`src/rtl/usb_tx_ctrl.sv`:
```
// USB full-speed transmit control: sequences SYNC, PID, optional payload + CRC16, EOP
// to the bit serializer. dbg_state exposes the FSM state (IDLE encodes as 0).
module usb_tx_ctrl #(
    parameter int MAX_PAYLOAD = 64,
    parameter int CNT_BITS    = 7
) (
    input  logic                clk,
    input  logic                n_rst,
    input  logic                tx_start,
    input  logic [2:0]          tx_packet,
    input  logic                data_toggle,
    input  logic [CNT_BITS-1:0] buffer_occupancy,
    input  logic [7:0]          tx_data,
    input  logic                byte_done,
    input  logic                eop_done,
    output logic [7:0]          tx_byte,
    output logic                load_byte,
    output logic                get_tx_data,
    output logic                send_eop,
    output logic                transmitting,
    output logic                tx_done,
    output logic                tx_error,
    output logic [3:0]          dbg_state
);

    typedef enum logic [3:0] {
        S_IDLE   = 4'd0,
        S_SYNC   = 4'd1,
        S_PID    = 4'd2,
        S_FETCH  = 4'd3,
        S_DATA   = 4'd4,
        S_CRC_LO = 4'd5,
        S_CRC_HI = 4'd6,
        S_EOP    = 4'd7,
        S_DONE   = 4'd8
    } state_t;

    state_t              state, state_nxt;
    logic [3:0]          pid_q, pid_nxt;
    logic                is_data_q, is_data_nxt;
    logic [CNT_BITS-1:0] len_q, len_nxt;
    logic [CNT_BITS-1:0] cnt_q, cnt_nxt;
    logic [15:0]         crc_q, crc_nxt;
    logic [7:0]          byte_nxt;
    logic                load_nxt, get_nxt, eop_nxt, err_nxt;
    logic                legal;
    logic [3:0]          req_pid;

    // CRC-16/USB, reflected polynomial, one byte per call
    function automatic logic [15:0] crc16_byte(input logic [15:0] crc_in, input logic [7:0] data);
        logic [15:0] c;
        c = crc_in ^ {8'h00, data};
        for (int i = 0; i < 8; i++) begin
            c = c[0] ? ((c >> 1) ^ 16'hA001) : (c >> 1);
        end
        return c;
    endfunction

    always_ff @(posedge clk or negedge n_rst) begin
        if (!n_rst) begin
            state <= S_IDLE;
        end else begin
            state <= state_nxt;
        end
    end

    // Handshake: a byte is offered with a one-cycle load_byte pulse on state entry and is
    // considered consumed on the first byte_done seen in that state, entry cycle included.
    always_comb begin
        state_nxt   = state;
        pid_nxt     = pid_q;
        is_data_nxt = is_data_q;
        len_nxt     = len_q;
        cnt_nxt     = cnt_q;
        crc_nxt     = crc_q;
        byte_nxt    = tx_byte;
        load_nxt    = 1'b0;
        get_nxt     = 1'b0;
        eop_nxt     = 1'b0;
        err_nxt     = 1'b0;
        legal       = 1'b1;
        req_pid     = 4'h0;
        case (tx_packet)
            3'b011:  req_pid = data_toggle ? 4'hB : 4'h3;
            3'b100:  req_pid = 4'h2;
            3'b101:  req_pid = 4'hA;
            3'b110:  req_pid = 4'hE;
            default: legal   = 1'b0;
        endcase

        case (state)
            S_IDLE: begin
                if (tx_start) begin
                    if (!legal || (tx_packet == 3'b011 &&
                        buffer_occupancy > CNT_BITS'(MAX_PAYLOAD))) begin
                        err_nxt = 1'b1;
                    end else begin
                        pid_nxt     = req_pid;
                        is_data_nxt = (tx_packet == 3'b011);
                        len_nxt     = buffer_occupancy;
                        cnt_nxt     = '0;
                        crc_nxt     = 16'hFFFF;
                        byte_nxt    = 8'h80;
                        load_nxt    = 1'b1;
                        state_nxt   = S_SYNC;
                    end
                end
            end
            S_SYNC: begin
                if (byte_done) begin
                    byte_nxt  = {~pid_q, pid_q};
                    load_nxt  = 1'b1;
                    state_nxt = S_PID;
                end
            end
            S_PID: begin
                if (byte_done) begin
                    if (!is_data_q) begin
                        eop_nxt   = 1'b1;
                        state_nxt = S_EOP;
                    end else if (len_q != '0) begin
                        get_nxt   = 1'b1;
                        state_nxt = S_FETCH;
                    end else begin
                        byte_nxt  = ~crc_q[7:0];
                        load_nxt  = 1'b1;
                        state_nxt = S_CRC_LO;
                    end
                end
            end
            S_FETCH: begin
                // get_tx_data is high only on entry; read data is valid the cycle after
                if (!get_tx_data) begin
                    byte_nxt  = tx_data;
                    crc_nxt   = crc16_byte(crc_q, tx_data);
                    load_nxt  = 1'b1;
                    state_nxt = S_DATA;
                end
            end
            S_DATA: begin
                if (byte_done) begin
                    cnt_nxt = cnt_q + CNT_BITS'(1);
                    if (cnt_q + CNT_BITS'(1) == len_q) begin
                        byte_nxt  = ~crc_q[7:0];
                        load_nxt  = 1'b1;
                        state_nxt = S_CRC_LO;
                    end else begin
                        get_nxt   = 1'b1;
                        state_nxt = S_FETCH;
                    end
                end
            end
            S_CRC_LO: begin
                if (byte_done) begin
                    byte_nxt  = ~crc_q[15:8];
                    load_nxt  = 1'b1;
                    state_nxt = S_CRC_HI;
                end
            end
            S_CRC_HI: begin
                if (byte_done) begin
                    eop_nxt   = 1'b1;
                    state_nxt = S_EOP;
                end
            end
            S_EOP: begin
                if (eop_done) begin
                    state_nxt = S_DONE;
                end
            end
            S_DONE: begin
                state_nxt = S_IDLE;
            end
            default: begin
                state_nxt = S_IDLE;
            end
        endcase
    end

    always_ff @(posedge clk or negedge n_rst) begin
        if (!n_rst) begin
            pid_q       <= 4'h0;
            is_data_q   <= 1'b0;
            len_q       <= '0;
            cnt_q       <= '0;
            crc_q       <= 16'hFFFF;
            tx_byte     <= 8'h00;
            load_byte   <= 1'b0;
            get_tx_data <= 1'b0;
            send_eop    <= 1'b0;
            tx_error    <= 1'b0;
        end else begin
            pid_q       <= pid_nxt;
            is_data_q   <= is_data_nxt;
            len_q       <= len_nxt;
            cnt_q       <= cnt_nxt;
            crc_q       <= crc_nxt;
            tx_byte     <= byte_nxt;
            load_byte   <= load_nxt;
            get_tx_data <= get_nxt;
            send_eop    <= eop_nxt;
            tx_error    <= err_nxt;
        end
    end

    assign transmitting = (state != S_IDLE) && (state != S_DONE);
    assign tx_done      = (state == S_DONE);
    assign dbg_state    = state;

endmodule

```
`config.mk`:
```
export PLATFORM = sky130hd
export DESIGN_NAME = usb_tx_ctrl
export DESIGN_NICKNAME = d
export VERILOG_FILES = /design/src/rtl/usb_tx_ctrl.sv
export SDC_FILE = /design/constraint.sdc
export NUM_CORES = 1
export LEC_CHECK = 0
export CAP_MARGIN = 30
export CORE_MARGIN = 4
export CORE_UTILIZATION = 58
export CTS_BUF_LIST = sky130_fd_sc_hd__clkbuf_8
export CTS_CLUSTER_DIAMETER = 50
export DETAILED_ROUTE_END_ITERATION = 7
export GPL_TIMING_DRIVEN = 0
export MAX_ROUTING_LAYER = met4
export PLACE_DENSITY = 0.94
export SKIP_CTS_REPAIR_TIMING = 1
export SLEW_MARGIN = 20
export SYNTH_ARGS = -nofsm -noshare
export SYNTH_HDL_FRONTEND = slang
export SYNTH_SLANG_ARGS = --single-unit
```
`constraint.sdc`:
```
create_clock -name clk -period 2.8 [get_ports clk]
set_input_delay 0.42 -clock clk [delete_from_list [all_inputs] [get_ports clk]]
set_output_delay 0.42 -clock clk [all_outputs]
set_load 0.02 [all_outputs]
```
==> load_flow_metrics.sql, run 1 <==
INSERT INTO impl_metrics (metric_group, metric, value, unit) VALUES
('grt', 'global_route_wire_length_before_repair', '14.25', 'mm'),
('clock_network', 'cts_inserted_buffers', '5', ''),
('die', 'design.portCount', '42', ''),
('sta', 'post-route-min-period', '2638', 'ps'),
('routing', 'wl_met1', '3.652', 'mm'),
('grt', 'track_usage', '25.57', '%'),
('synthesis', 'number_of_unique_standard_cell_types_used_by_synthesis', '54', ''),
('sta', 'hold_viol', '0', ''),
('grt', 'globalRouteOverflowTotal', '0', ''),
('synthesis', 'synth_enable_flop_cells', '0', ''),
('sta', 'grt_setup_unrepaired', 'no', ''),
('pwr', 'power.ir.vdd_worst', '0.0005785', 'V'),
('synthesis', 'synth-main-ff-cell', 'dfrtp_1', ''),
('synthesis', 'syn_inst', '363', ''),
('routing', 'met3_wirelength', '601', 'um'),
('routing', 'detail_route.vias_per_cell', '6.239', ''),
('clock_network', 'tritoncts', 'done', ''),
('die', 'starting_density', '60.28', '%'),
('routing', 'route.top_layer_used', 'met4', ''),
('sta', 'fin_crit_sh', '94.20', '%'),
('synthesis', 'most_common_cell_in_the_synthesized_netlist', 'nand2_1', ''),
('sta', 'postLayoutSetupSlackWorst', '162.4', 'ps'),
('grt', 'grt_antenna_before_repair', '0', ''),
('placed_design', 'hpwlAfterDp', '6.494', 'mm'),
('final_layout', 'area_delta_synth_final', '19.37', '%'),
('critical_path', 'arrival', '2220', 'ps'),
('final_layout', 'multiInputGateArea', '1928', 'um^2'),
('routing', 'met2WireLength', '4.276', 'mm'),
('synthesis', 'synth_largest_type_area_fraction', '26.23', '%'),
('routing', 'dr.first_iter.drc_count', '444', ''),
('critical_path', 'worstSetupPathType', 'reg2out', ''),
('clock_network', 'cts_max_level', '2', ''),
('final_layout', 'nets', '438', ''),
('run', 'timing.max_cap.violations', '0', ''),
('pwr', 'p_leak', '1.778', 'nW'),
('routing', 'route.final.wire_length', '8.720', 'mm'),
('final_layout', 'drive_gt1_share', '17.39', '%'),
('sta', 'max_slew.worst_pin.slew', '834.9', 'ps'),
('hold_path', 'worst_hold_path_type', 'in2async', ''),
('routing', 'drt_pre_antenna_iters', '5', ''),
('clock_network', 'clock_sinks', '51', ''),
('routing', 'wl_per_cell', '17.94', 'um'),
('critical_path', 'worstPathRequired', '2380', 'ps'),
('critical_path', 'timing.critical_path.slowest_cell_delay', '600', 'ps'),
('clock_network', 'path_clk_slew', '90', 'ps'),
('critical_path', 'worst_path_max_delay_cell', 'clkdlybuf4s50_1', ''),
('final_layout', 'fin_util', '71.95', '%'),
('sta', 'report.final.slew_viol_count', '0', ''),
('synthesis', 'synth_top_cell_by_area', 'dfrtp_1', ''),
('die', 'die_h', '83.88', 'um'),
('synthesis', 'yosysWarnings', '0', ''),
('routing', 'remaining_drc_errors', '0', ''),
('synthesis', 'average_instance_area_after_synthesis', '9.200', 'um^2'),
('grt', 'grt_max_degree', '21', ''),
('clock_network', 'clock-root-buffer', 'clkbuf_8', ''),
('synthesis', 'synth_seq_area_share', '38.82', '%'),
('clock_network', 'clock_tree.buffer_depth', '2', ''),
('die', 'fp-row-count', '27', ''),
('sta', 'setup_viol', '0', ''),
('final_layout', 'antennaDiodeCount', '0', ''),
('clock_network', 'insertion_delay_to_the_later_sink_of_the_worst_skew_pair', '310', 'ps'),
('synthesis', 'synth.net_count', '388', ''),
('synthesis', 'synth_seq_cells', '51', ''),
('die', 'dieArea', '7036', 'um^2'),
('synthesis', 'top_cells_by_area_in_the_synthesized_netlist', 'dfrtp_1 (26%), dfstp_2 (13%), xnor2_1 (7.1%)', ''),
('placed_design', 'place_ws', '-17.41', 'ps'),
('status', 'status', 'finished, final reports clean', ''),
('sta', 'slew_headroom', '44.22', '%'),
('placed_design', 'globalplace.congestion', '0.9256', ''),
('critical_path', 'crit_path_end_kind', 'primary output', ''),
('synthesis', 'netlist_top_cells_count', 'nand2_1 (58), nor2_1 (37), dfrtp_1 (35), xnor2_1 (27), dfstp_2 (16)', '');
## area by class of cell
class,instances,share of cell area [%]
buffer,20,2.448
clock buffer,6,2.072
tap,72,2.260
multi-input combinational,286,48.37
inverter,6,0.5650
sequential,51,32.52
timing repair buffer,43,11.55
clock inverter,2,0.2197
## worst paths after layout
path	start	end	slack [ps]	cells past startpoint
worst min-delay path	n_rst	len_q[6]	10	1
worst max-delay path	dbg_state[1]	tx_done	160	5
worst min register to register	pid_q[0]	pid_q[0]	500	2
worst max register to register	dbg_state[1]	tx_byte[3]	330	8
max in group asynchronous	n_rst	crc_q[2]	2100	3
min in group clk	pid_q[0]	pid_q[0]	500	2
## worst max-delay path: cells and delay by family, from the launching register on
kind,cells,cell delay [ps]
DFF,1,410
buffers and inverters,3,1030
and+or+nand+nor,2,480
## through the flow
stage / power [mW] / cell area (um^2) / hold slack, ps / cells / setup TNS, ps
floorplan: 3.413 / 3339 / 124.4 / 363 / 0
global placement: 4.032 / 3840 / 451.6 / 476 / -3819
detailed placement: 4.184 / 3890 / 353.5 / 478 / -30.45
CTS: 4.657 / 3981 / 19.07 / 486 / 0
global route: 5.005 / 3986 / 21.28 / 486 / 0
finish: 4.715 / 3986 / 12.30 / 486 / 0
## power breakdown
part           total [mW]  switching (mW)  leakage, nW  internal, mW
combinational        2.85            1.52         1.11          1.34
sequential           1.43           0.308        0.619          1.12
clock               0.437           0.241       0.0524         0.196
## registers in the layout, indices dropped and copies added (netlist names)
signal,flops
len_q,7
send_eop,1
pid_q,4
load_byte,1
tx_byte,8
tx_error,1
cnt_q,7
get_tx_data,1
crc_q,16
is_data_q,1
dbg_state,4
## cells in the final DEF (no fill, tap or decap), types with 3 or more instances in the layout
cell type	count
buf_2	7
o22ai_1	6
dfstp_2	16
a2111o_1	8
o211ai_1	3
xor2_1	7
o221a_2	7
a21bo_2	3
nor3_2	9
nor2b_1	3
o21ai_0	14
mux2_2	9
and3_1	10
nand2b_1	7
a22oi_1	5
a21oi_1	12
inv_1	6
nand2_1	58
nand3_1	8
a21o_1	3
xnor3_1	3
nor2_1	37
clkdlybuf4s50_1	40
and2_1	4
mux2i_1	11
dfrtp_1	35
xnor2_1	27
clkbuf_8	6
clkbuf_1	11
## kinds of logic after synthesis
kind of cell             share of synthesized area (%)
AO/OA/AOI/OAI                                    17.39
XOR/XNOR                                         11.43
adder cells (fa/ha/maj)                         0.3746
buffers and inverters                            3.597
flip-flops                                       38.82
multiplexers                                     6.332
AND/OR/NAND/NOR                                  22.07
## routing by layer
layer  vias up  GRT usage, %
met5         -             -
met1      1463         33.02
met4         0         6.287
li1       1389             -
met2       153         42.59
met3        27         3.653
Note: power is estimated with default switching activity, not from simulation.
==> run 2: changes to the inputs <==
==> constraint.sdc (replaced) <==
create_clock -name clk -period 2.6 [get_ports clk]
set_input_delay 0.39 -clock clk [delete_from_list [all_inputs] [get_ports clk]]
set_output_delay 0.39 -clock clk [all_outputs]
set_load 0.02 [all_outputs]
==> run 2 against run 1 <==
  * Critical path depth up 2
  * Sequential power up 8%
  * Final cell count up 0.21%
  * Largest power group unchanged
  * Combinational power up 8.4%
  * Sequential cell count unchanged
  * Total power up 8.2%
  * Largest cell class unchanged
  * Clock power up 8.5%
==> load_flow_metrics.sql, run 2 (synthesis results as in run 1) <==
INSERT INTO impl_metrics (metric_group, metric, value, unit) VALUES
('status', 'status', 'finished, final reports clean', ''),
('final_layout', 'drive_gt1_share', '17.83', '%'),
('die', 'placeableCoreArea', '5540', 'um^2'),
('routing', 'drt_pre_antenna_iters', '5', ''),
('die', 'dieArea', '7036', 'um^2'),
('critical_path', 'critPathMaxFanout', '10', ''),
('clock_network', 'tritoncts', 'done', ''),
('grt', 'globalRouteOverflowTotal', '0', ''),
('final_layout', 'fillCellCount', '417', ''),
('clock_network', 'cts_max_level', '2', ''),
('sta', 'max_slew.worst_pin.slew', '777.3', 'ps'),
('routing', 'wl_per_cell', '18.08', 'um'),
('final_layout', 'final_common_cell', 'nand2_1', ''),
('grt', 'first_global_vias', '2813', ''),
('grt', 'grtUsageMet1', '33.02', '%'),
('routing', 'route.final.wire_length', '8.804', 'mm'),
('placed_design', 'hpwlAfterDp', '6.494', 'mm'),
('sta', 'report.final.slew_viol_count', '0', ''),
('grt', 'met2_usage', '42.59', '%'),
('pwr', 'power.total', '5.100', 'mW'),
('hold_path', 'worst_hold_path_type', 'reg2reg', ''),
('clock_network', 'cts_inserted_buffers', '5', ''),
('routing', 'postRouteAntennaNets', '0', ''),
('critical_path', 'worstPathRequired', '2780', 'ps'),
('final_layout', 'most-common-layout-cells', 'nand2_1 (58), clkdlybuf4s50_1 (40), nor2_1 (37)', ''),
('sta', 'timing.fmax', '397.8', 'MHz'),
('run', 'timing.max_cap.violations', '0', ''),
('placed_design', 'globalplace.congestion', '0.9256', ''),
('final_layout', 'area_delta_synth_final', '20.08', '%'),
('routing', 'dr_total_vias', '3013', ''),
('grt', 'grt_antenna_before_repair', '0', ''),
('die', 'fp-row-count', '27', ''),
('final_layout', 'largest_register', 'crc_q', ''),
('clock_network', 'clock_sinks', '51', ''),
('sta', 'grt_setup_unrepaired', 'no', ''),
('sta', 'fin_crit_sh', '96.68', '%'),
('die', 'die_h', '83.88', 'um'),
('grt', 'met3_track_utilization_from_global_routing', '3.653', '%'),
('placed_design', 'placed_cells', '478', ''),
('final_layout', 'nets', '439', ''),
('clock_network', 'path_clk_slew', '90', 'ps'),
('routing', 'detail_route.vias_per_cell', '6.187', ''),
('pwr', 'p_leak', '1.788', 'nW'),
('sta', 'setup_viol', '0', ''),
('sta', 'post-route-min-period', '2514', 'ps'),
('critical_path', 'worst_setup_path_start_kind', 'primary input', ''),
('critical_path', 'crit_path_end_kind', 'flop', ''),
('clock_network', 'clock-root-buffer', 'clkbuf_8', ''),
('sta', 'hold_viol', '0', ''),
('sta', 'setup_tns', '0', 'ps'),
('final_layout', 'number_of_flip_flops_under_the_largest_register_name', '16', ''),
('pwr', 'power_density', '1272', 'nW/um^2'),
('pwr', 'power.ir.vdd_worst', '0.0006245', 'V'),
('final_layout', 'finalNonFillerCells', '487', ''),
('grt', 'top_usage_layer', 'met2', ''),
('critical_path', 'worstSetupPathType', 'in2reg', ''),
('routing', 'dr.first_iter.drc_count', '427', ''),
('grt', 'global_route_wire_length_before_repair', '14.25', 'mm'),
('clock_network', 'clock_tree.buffer_depth', '2', ''),
('critical_path', 'arrival', '2690', 'ps'),
('clock_network', 'insertion_delay_to_the_later_sink_of_the_worst_skew_pair', '310', 'ps'),
('final_layout', 'reg_top3', 'crc_q (16), tx_byte (8)', ''),
('placed_design', 'port_buffers', '41', ''),
('grt', 'grt_max_degree', '21', ''),
('final_layout', 'antennaDiodeCount', '0', ''),
('grt', 'track_usage', '25.57', '%'),
('die', 'design.portCount', '42', ''),
('sta', 'slew_headroom', '48.07', '%'),
('sta', 'fin_worst_skew', '12.35', 'ps'),
('routing', 'remaining_drc_errors', '0', ''),
('die', 'die_x', '83.88', 'um'),
('die', 'starting_density', '60.28', '%');
==> run 2: layout make-up <==
type	count	area, um^2	share of cell area (%)
timing repair buffer	44	470.5	11.73
sequential	51	1296	32.32
clock inverter	2	8.758	0.2184
inverter	6	22.52	0.5616
multi-input combinational	286	1941	48.39
clock buffer	6	82.58	2.059
tap	72	90.09	2.246
buffer	20	98.84	2.465
==> run 2: metal layers <==
| layer | vias up | share of wire (%) |
|---|---|---|
| met2 | 152 | 49 |
| met4 | 0 | 1.6 |
| li1 | 1380 | - |
| met1 | 1457 | 41 |
| met5 | - | 0 |
| met3 | 24 | 7.8 |
==> run 2: worst paths after layout <==
check / end / start / cells past startpoint / slack, ps
setup / recovery: cnt_q[1] / buffer_occupancy[0] / 7 / 90
hold / removal: pid_q[0] / pid_q[0] / 2 / 500
setup reg to reg: tx_byte[3] / cnt_q[0] / 8 / 200
hold reg to reg: pid_q[0] / pid_q[0] / 2 / 500
max in group asynchronous: crc_q[8] / n_rst / 4 / 1400
min in group asynchronous: len_q[6] / n_rst / 2 / 510
==> run 2: worst max-delay path, stage by stage <==
cell	delay [ps]
clkdlybuf4s50_1	430
or4_1	530
o31a_1	300
o21a_4	230
nor2_1	370
buf_2	320
o21ai_0	120
==> run 2: report_power, final <==
part | leakage, nW | internal (mW) | switching [mW]
clock | 0.0524 | 0.211 | 0.263
combinational | 1.12 | 1.45 | 1.64
sequential | 0.619 | 1.20 | 0.336
total | 1.79 | 2.87 | 2.23
==> run 2: through the flow <==
step	hold WS [ps]	setup slack, ps	utilization (%)	instance area (um^2)
after global routing	519.5	3.082	72.38	4010
final	503.6	86.40	72.38	4010
after CTS	-10.93	-64.51	71.86	3981
after floorplan	94.41	581.2	-	3339
after detailed placement	323.5	-187.4	70.21	3890
after global placement	451.6	-281.4	69.31	3840
==> run 3: changes to the inputs <==
--- a/config.mk
+++ b/config.mk
@@ -7,13 +7,12 @@
 export LEC_CHECK = 0
 export CAP_MARGIN = 30
 export CORE_MARGIN = 4
-export CORE_UTILIZATION = 58
+export CORE_UTILIZATION = 40
 export CTS_BUF_LIST = sky130_fd_sc_hd__clkbuf_8
 export CTS_CLUSTER_DIAMETER = 50
 export DETAILED_ROUTE_END_ITERATION = 7
 export GPL_TIMING_DRIVEN = 0
-export MAX_ROUTING_LAYER = met4
-export PLACE_DENSITY = 0.94
+export PLACE_DENSITY = 0.72
 export SKIP_CTS_REPAIR_TIMING = 1
 export SLEW_MARGIN = 20
 export SYNTH_ARGS = -nofsm -noshare
==> run 3 against run 2 <==
  * Design area shrank 0.90%
  * Final cell count is 6.0% higher
  * Count of clock-buffer cells in the layout decreased by 1
  * Maximum frequency increased by 0.95%
  * Sequential cell count is the same
  * Register-to-register slack about the same
  * Die area rose by 40%
  * Non-clock buffer count decreased by 4
  * Total power fell by 2.5%
  * Combinational power is 3% lower
  * Clock skew fell by 9.0 ps
  * Sequential power barely moved
  * Critical endpoint is now tx_done
  * Highest routed layer unchanged
==> load_flow_metrics.sql, run 3 (synthesis results as in run 1) <==
INSERT INTO impl_metrics (metric_group, metric, value, unit) VALUES
('final_layout', 'largest_register', 'crc_q', ''),
('run', 'timing.max_cap.violations', '0', ''),
('critical_path', 'worst_setup_path_start_kind', 'flop', ''),
('routing', 'remaining_drc_errors', '0', ''),
('grt', 'grt_antenna_before_repair', '0', ''),
('final_layout', 'area_delta_synth_final', '19.00', '%'),
('critical_path', 'worstSetupPathType', 'reg2out', ''),
('routing', 'drt_pre_antenna_iters', '4', ''),
('pwr', 'power_density', '1251', 'nW/um^2'),
('sta', 'timing.fmax', '401.6', 'MHz'),
('placed_design', 'port_buffers', '41', ''),
('final_layout', 'fin_util', '48.61', '%'),
('clock_network', 'clock-root-buffer', 'clkbuf_8', ''),
('clock_network', 'clock_tree.buffer_depth', '2', ''),
('die', 'placeableCoreArea', '8175', 'um^2'),
('sta', 'setup_tns', '0', 'ps'),
('grt', 'global_route_wire_length_before_repair', '13.94', 'mm'),
('final_layout', 'reg_top3', 'crc_q (16), tx_byte (8)', ''),
('routing', 'dr_total_vias', '2873', ''),
('final_layout', 'finish.instance_area', '3974', 'um^2'),
('grt', 'track_usage', '17.35', '%'),
('die', 'die_x', '99.37', 'um'),
('clock_network', 'clock_sinks', '51', ''),
('critical_path', 'arrival', '2100', 'ps'),
('sta', 'grt_setup_unrepaired', 'no', ''),
('sta', 'fin_crit_sh', '95.76', '%'),
('sta', 'report.final.slew_viol_count', '0', ''),
('die', 'fp-row-count', '33', ''),
('clock_network', 'cts_max_level', '2', ''),
('placed_design', 'placed_cells', '509', ''),
('placed_design', 'hpwlAfterDp', '6.296', 'mm'),
('critical_path', 'crit_path_buffers_inverters', '2', ''),
('die', 'starting_density', '40.85', '%'),
('critical_path', 'worst_r2r_path_depth', '7', ''),
('sta', 'fin_worst_skew', '3.312', 'ps'),
('critical_path', 'worstPathRequired', '2210', 'ps'),
('clock_network', 'tritoncts', 'done', ''),
('critical_path', 'timing.critical_path.slowest_cell_delay', '610', 'ps'),
('routing', 'wl_per_cell', '16.58', 'um'),
('final_layout', 'drive_gt1_share', '17.03', '%'),
('routing', 'detail_route.vias_per_cell', '5.568', ''),
('sta', 'postLayoutSetupSlackWorst', '110.1', 'ps'),
('clock_network', 'cts_inserted_buffers', '5', ''),
('critical_path', 'crit_path_cell_trace', 'clkbuf_1 -> nor3_4 -> and2_1 -> clkdlybuf4s50_1', ''),
('routing', 'route.final.wire_length', '8.553', 'mm'),
('sta', 'slew_headroom', '41.68', '%'),
('critical_path', 'crit_family', 'buffers and inverters', ''),
('final_layout', 'final_common_cell', 'nand2_1', ''),
('final_layout', 'antennaDiodeCount', '0', ''),
('die', 'design.portCount', '42', ''),
('critical_path', 'worst_path_max_delay_cell', 'clkdlybuf4s50_1', ''),
('clock_network', 'path_clk_slew', '90', 'ps'),
('placed_design', 'place_ws', '-184.8', 'ps'),
('critical_path', 'critPathMaxFanout', '10', ''),
('placed_design', 'post_dp_cell_area', '3879', 'um^2'),
('sta', 'hold_viol', '0', ''),
('hold_path', 'worst_hold_path_type', 'in2async', ''),
('grt', 'first_global_vias', '2732', ''),
('die', 'die_h', '99.37', 'um'),
('critical_path', 'timing.rr.start', 'dbg_state[2]', ''),
('routing', 'postRouteAntennaNets', '0', ''),
('grt', 'grt_max_degree', '52', ''),
('pwr', 'power.ir.vdd_worst', '0.0004605', 'V'),
('final_layout', 'nets', '435', ''),
('final_layout', 'finalNonFillerCells', '516', ''),
('routing', 'dr.first_iter.drc_count', '121', ''),
('pwr', 'p_leak', '1.753', 'nW'),
('sta', 'post-route-min-period', '2490', 'ps'),
('sta', 'max_slew.worst_pin.slew', '873.0', 'ps'),
('final_layout', 'most-common-layout-cells', 'nand2_1 (58), clkdlybuf4s50_1 (40), nor2_1 (37)', ''),
('critical_path', 'ff2ff_setup_slack', '200', 'ps'),
('die', 'dieArea', '9874', 'um^2'),
('critical_path', 'crit_path_end_kind', 'primary output', ''),
('status', 'status', 'finished, final reports clean', ''),
('grt', 'globalRouteOverflowTotal', '0', ''),
('clock_network', 'insertion_delay_to_the_later_sink_of_the_worst_skew_pair', '310', 'ps'),
('critical_path', 'reg2reg_to', 'crc_q[10]', ''),
('final_layout', 'number_of_flip_flops_under_the_largest_register_name', '16', ''),
('placed_design', 'globalplace.congestion', '0.8578', ''),
('sta', 'setup_viol', '0', ''),
('final_layout', 'fillCellCount', '775', '');
[run 3: worst max-delay path by stage]
stage	start	endpoint	slack, ps	cells after the start
6_report	dbg_state[2]	tx_done	110	4
5_1_grt	dbg_state[2]	tx_done	9	4
4_1_cts	dbg_state[1]	tx_done	-190	5
3_5_place_dp	buffer_occupancy[0]	cnt_q[1]	-180	7
3_3_place_gp	n_rst	len_q[3]	-340	1
2_1_floorplan	buffer_occupancy[0]	dbg_state[0]	580	6
[run 3: area by class of cell]
| type | count | area (um^2) | share of cell area, % |
|---|---|---|---|
| multi-input combinational | 286 | 1941 | 48.83 |
| sequential | 51 | 1296 | 32.62 |
| timing repair buffer | 41 | 407.9 | 10.26 |
| tap | 105 | 131.4 | 3.306 |
| buffer | 19 | 93.84 | 2.361 |
| clock buffer | 5 | 68.82 | 1.732 |
| inverter | 6 | 22.52 | 0.5668 |
| clock inverter | 3 | 12.51 | 0.3149 |
[run 3: worst reg2reg max path, cell delays in order (launching register included)]
cell     delay, ps
dfrtp_1        450
nor2_1         290
nand2_1        110
nor2_1         620
buf_2          370
buf_2          270
nor2_1          70
a21oi_1        160
[run 3: per-layer routing]
metal | global-route usage (%) | up-vias | share of wire (%)
met2 | 27.79 | 89 | 47
met5 | 0 | - | 0
met4 | 5.777 | 0 | 1.4
met3 | 2.595 | 12 | 5.1
met1 | 24.10 | 1400 | 46
li1 | - | 1372 | -
[run 3: power breakdown]
group	switching, mW	internal (mW)	total [mW]
logic	1.57	1.43	3.01
registers	0.310	1.20	1.51
clock network	0.268	0.182	0.450
[run 3: stage by stage]
| stage | total power [mW] | hold slack (ps) |
|---|---|---|
| finish | 4.971 | 106.2 |
| global route | 5.331 | 160.5 |
| CTS | 4.939 | 124.5 |
| detailed placement | 4.486 | 456.0 |
| global placement | 4.397 | 452.1 |
| floorplan | 3.676 | 94.41 |
